--- src/rtl/uart_rx_os4.sv ---
// 4x-oversampled UART receiver (LSB first, 1 start, optional parity, 1 stop).
// Flags are registered one clk after the stop sample; no backpressure, so consume each valid pulse on sight.
module uart_rx_os4 #(
  parameter int DATA_BITS  = 8,
  parameter int PARITY_EN  = 0,
  parameter int PARITY_ODD = 0
) (
  input  logic                 clk,
  input  logic                 rst_n,
  input  logic                 tick,
  input  logic                 rxd,
  output logic [DATA_BITS-1:0] dout,
  output logic                 valid,
  output logic                 frame_err,
  output logic                 parity_err,
  output logic                 busy
);

  localparam logic       PAR_EN   = (PARITY_EN != 0);
  localparam logic       PAR_ODD  = (PARITY_ODD != 0);
  localparam logic [2:0] LAST_IDX = 3'(DATA_BITS - 1);

  typedef enum logic [2:0] {IDLE, START, DATA, PARITY, STOP} state_t;

  state_t               state, state_nxt;
  logic                 rx_meta, rs;
  logic [1:0]           phase, phase_nxt;
  logic [2:0]           bit_idx, bit_idx_nxt;
  logic [DATA_BITS-1:0] shreg, shreg_nxt;
  logic [DATA_BITS-1:0] dout_nxt;
  logic                 perr, perr_nxt;
  logic                 armed, armed_nxt;
  logic                 valid_nxt, frame_err_nxt, parity_err_nxt;
  logic                 sample;

  // Sample point sits two ticks after start detection, i.e. mid-bit at 4x.
  assign sample = tick && (phase == 2'd1);
  assign busy   = (state != IDLE);

  always_ff @(posedge clk or negedge rst_n) begin
    if (!rst_n) begin
      rx_meta <= 1'b1;
      rs      <= 1'b1;
    end else begin
      rx_meta <= rxd;
      rs      <= rx_meta;
    end
  end

  always_ff @(posedge clk or negedge rst_n) begin
    if (!rst_n) begin
      state      <= IDLE;
      phase      <= 2'd0;
      bit_idx    <= 3'd0;
      shreg      <= '0;
      dout       <= '0;
      perr       <= 1'b0;
      armed      <= 1'b1;
      valid      <= 1'b0;
      frame_err  <= 1'b0;
      parity_err <= 1'b0;
    end else begin
      state      <= state_nxt;
      phase      <= phase_nxt;
      bit_idx    <= bit_idx_nxt;
      shreg      <= shreg_nxt;
      dout       <= dout_nxt;
      perr       <= perr_nxt;
      armed      <= armed_nxt;
      valid      <= valid_nxt;
      frame_err  <= frame_err_nxt;
      parity_err <= parity_err_nxt;
    end
  end

  always_comb begin
    state_nxt      = state;
    phase_nxt      = phase;
    bit_idx_nxt    = bit_idx;
    shreg_nxt      = shreg;
    dout_nxt       = dout;
    perr_nxt       = perr;
    armed_nxt      = armed;
    valid_nxt      = 1'b0;
    frame_err_nxt  = 1'b0;
    parity_err_nxt = 1'b0;

    if (tick && (state != IDLE)) phase_nxt = phase + 2'd1;

    unique case (state)
      IDLE: begin
        if (tick) begin
          // armed blocks re-detecting a held-low break after a framing error
          if (!rs && armed) begin
            state_nxt = START;
            phase_nxt = 2'd0;
          end
          if (rs) armed_nxt = 1'b1;
        end
      end
      START: begin
        if (sample) begin
          if (rs) begin
            state_nxt = IDLE;
          end else begin
            state_nxt   = DATA;
            bit_idx_nxt = 3'd0;
            perr_nxt    = 1'b0;
          end
        end
      end
      DATA: begin
        if (sample) begin
          shreg_nxt[bit_idx] = rs;
          bit_idx_nxt        = bit_idx + 3'd1;
          if (bit_idx == LAST_IDX) begin
            if (PAR_EN) state_nxt = PARITY;
            else        state_nxt = STOP;
          end
        end
      end
      PARITY: begin
        if (sample) begin
          perr_nxt  = rs ^ (^shreg) ^ PAR_ODD;
          state_nxt = STOP;
        end
      end
      STOP: begin
        if (sample) begin
          dout_nxt  = shreg;
          state_nxt = IDLE;
          if (rs) begin
            valid_nxt      = 1'b1;
            parity_err_nxt = perr;
          end else begin
            frame_err_nxt = 1'b1;
            armed_nxt     = 1'b0;
          end
        end
      end
      default: state_nxt = IDLE;
    endcase
  end

endmodule

--- config.mk ---
export PLATFORM = sky130hd
export DESIGN_NAME = uart_rx_os4
export DESIGN_NICKNAME = d
export VERILOG_FILES = /design/src/rtl/uart_rx_os4.sv
export SDC_FILE = /design/constraint.sdc
export NUM_CORES = 1
export LEC_CHECK = 0
export CORE_MARGIN = 10
export CORE_UTILIZATION = 24
export CTS_CLUSTER_DIAMETER = 150
export DETAILED_ROUTE_END_ITERATION = 10
export GPL_TIMING_DRIVEN = 1
export PLACE_DENSITY = 0.49
export RECOVER_POWER = 100
export SLEW_MARGIN = 5
export SYNTH_ARGS = -nofsm -noshare
export SYNTH_HDL_FRONTEND = slang
export SYNTH_SLANG_ARGS = --single-unit
--- constraint.sdc ---
create_clock -name clk -period 3.4 [get_ports clk]
set_input_delay 0.51 -clock clk [delete_from_list [all_inputs] [get_ports clk]]
set_output_delay 0.51 -clock clk [all_outputs]
set_load 0.05 [all_outputs]
==> parameters.txt <==
Parameter                              Value

Critical path
  Critical Path, Cell by Cell    dlygate4sd3_1 -> nand2_1 -> nor4b_1 -> nand4b_1 -> mux2_2
  Worst path slowest cell    nor4b_1
  Crit path largest cell delay    0.88 ns
  Startpoint Class    input pin
  Top fanout value on the critical path    10
  Worst Path Class, Setup    input pin to flip-flop
  Worst path required time    3.56 ns
  Data arrival, critical path    2.85 ns
  Capturing element type of the critical path    flip-flop

Route
  Number of design rule violations left after detail routing    0
  Drt first pass iters    4
  Drt via density    4.62
  Total number of vias    983
  Count of antenna-violating nets left after detailed routing    0
  Drt first-iter violations    24
  Average routed wire per standard cell    13.5 um
  Wire length after detailed routing    2.87 mm

Timing
  Slew HR    -11.4%
  Final number of setup-violating endpoints    0
  Final critical-path required period    2.69 ns
  Final worst clock skew    0.00462 ns
  Summed negative setup slack over all endpoints    0 ns
  Transition time of the tightest slew-check pin    1.67 ns
  Share of the clock period used by the worst path after layout    79.1%
  F_max    0.372 GHz
  Hold Slack    0.355 ns
  Max Transition Viols Final    32
  Unrepaired setup endpoints after global routing    no
  Number of endpoints with negative hold slack in the final report    0

Place
  Final HPWL DP    1.94 mm
  Dpl cell area    0.00167 mm^2
  Final weighted congestion in routability-driven placement    0.802
  Buffers added on ports    15

Yosys
  Synth unique cells    35
  Ys flop type    dfrtp_1
  Synthesis warning total    0
  Portion of the post-synthesis area used by sequential elements    53.2%
  Number of synthesized register bits    31
  Number of enable flip-flop cells after synthesis    0
  Fraction of synthesis flops using an asynchronous set or reset pin    100%
  Mapped cell area    0.00146 mm^2
  Post-synthesis net count    131
  Post-synthesis instance total    124
  Average size of a mapped cell    11.8 um^2

Clock tree
  Clock latency on the worst-skew pair    0.28 ns
  Count of instances resized after the clock tree is built    0
  Largest buffer count on any clock path    2
  TritonCTS clock tree    yes
  H-Tree Depth    2
  Num CTS Buffers    5
  Clock tree root driver cell    clkbuf_8
  CTS Hold Bufs    0
  Setup fix buffers added after clock tree synthesis    0
  # clock sinks    31
  Clock-pin slew on the worst setup and hold paths    0.06 ns

Global routing
  Pin count of the biggest net entering global routing    32
  Antenna violations before repair    0
  Vias in the first global route    1,013
  GRT Resource Usage Total    6.40%
  Global-route wire length before repair    5.03 mm
  Sum of overflow across all layers after global routing    0

Die
  Number of top-level pins    16
  Number of standard-cell rows in the floorplan    28
  DIE WIDTH    98.1 um
  Die height    98.1 um
  Total Die Area    0.00962 mm^2
  Effective utilization at floorplan    24.7%
  Placeable core area    0.00592 mm^2

Finish
  Signed area change from the synthesized netlist to the final layout    17.9%
  Fraction of layout instances using a drive strength above 1    15.9%
  Final net count    144
  Ant diodes    0
  Area used by sequential logic in the layout    779 um^2
  Final Core Density    29.1%
  Commonest non-fill, non-tap cell in the layout    dfrtp_1
  Area of the multi-input gates    611 um^2
  Final standard cell area without fillers    0.00173 mm^2
  Most frequent cells in the layout    28 x dfrtp_1, 15 x dlygate4sd3_1, 14 x mux2_2, 10 x nand2_1
  Fill count    608

Run
  Max capacitance violation total    1

Power and ir drop
  Max IR drop VDD    0.000293 V
  Static leakage    0.790 nW
  Post-route total power    0.000990 W
  PD cells    574 mW/mm^2

Outcome
  Status    finished with violations
  Violated checks    max-capacitance violations, max-slew violations

Min path
  Worst min path class    flip-flop to flip-flop
==> flip-flops by register name (all words and copies together), names as in the netlist <==
signal / cells
state: 3
bit_idx: 3
perr: 1
shreg: 8
frame_err: 1
parity_err: 1
phase: 2
rs: 1
rx_meta: 1
valid: 1
armed: 1
dout: 8
==> path summary, 6_finish.rpt <==
check,slack [ns],end,cells past startpoint,start
setup / recovery,0.71,shreg[5],5,tick
hold / removal,0.36,rs,0,rx_meta
setup reg to reg,1.01,shreg[5],6,phase[1]
hold reg to reg,0.36,rs,0,rx_meta
max in group asynchronous,1.23,valid,2,rst_n
min in group asynchronous,1.20,dout[7],2,rst_n
==> report_power, final <==
| group | switching [W] | internal (W) |
|---|---|---|
| registers | 0.0000702 | 0.000419 |
| clock network | 0.000125 | 0.000145 |
| logic | 0.000134 | 0.0000975 |
| total | 0.000329 | 0.000661 |
==> worst max-delay path: cells and delay by family <==
family | cells | cell delay [ns]
AND/OR/NAND/NOR | 3 | 1.27
multiplexers | 1 | 0.33
buffers and inverters | 1 | 0.73
==> final cells by class <==
type | instances | share of cell area (%)
Tap cell | 75 | 5.44
Inverter | 2 | 0.435
Sequential cell | 31 | 45.2
Clock buffer | 8 | 4.64
Timing Repair Buffer | 16 | 8.92
Multi-Input combinational cell | 81 | 35.4
==> Yosys cell counts (all sizes together) (4+ instances only) <==
| master | number | area share, % |
|---|---|---|
| nor2 | 7 | 1.8 |
| dfrtp | 28 | 48 |
| o21ai | 7 | 2.4 |
| buf | 4 | 1.5 |
| xnor2 | 5 | 3.0 |
| mux2 | 16 | 12 |
| nand2 | 10 | 2.7 |
| clkbuf | 6 | 1.6 |
| nand3 | 5 | 1.7 |
==> metal layers <==
layer | GRT usage, % | vias up | wire (um)
met2 | 8.58 | 30 | 1230
met5 | 0 | - | 0
li1 | - | 465 | -
met1 | 8.24 | 483 | 1380
met4 | 3.36 | 0 | 48
met3 | 3.03 | 5 | 215
==> cells by family after synthesis <==
family	share of synthesized area, %
XOR/XNOR	4.53
buffers and inverters	3.59
AND/OR/NAND/NOR	17.0
AO/OA/AOI/OAI	6.75
multiplexers	12.3
flip-flops	53.2
adder cells (fa/ha/maj)	2.56
==> per-stage QoR <==
| step | worst slack, ns | cells |
|---|---|---|
| 2_1_floorplan | 1.35 | 124 |
| 3_3_place_gp | 0.684 | 205 |
| 3_5_place_dp | 0.621 | 205 |
| 4_1_cts | 0.897 | 213 |
| 5_1_grt | 0.467 | 213 |
| 6_report | 0.710 | 213 |
No activity file was read; power rests on OpenSTA's default activity.
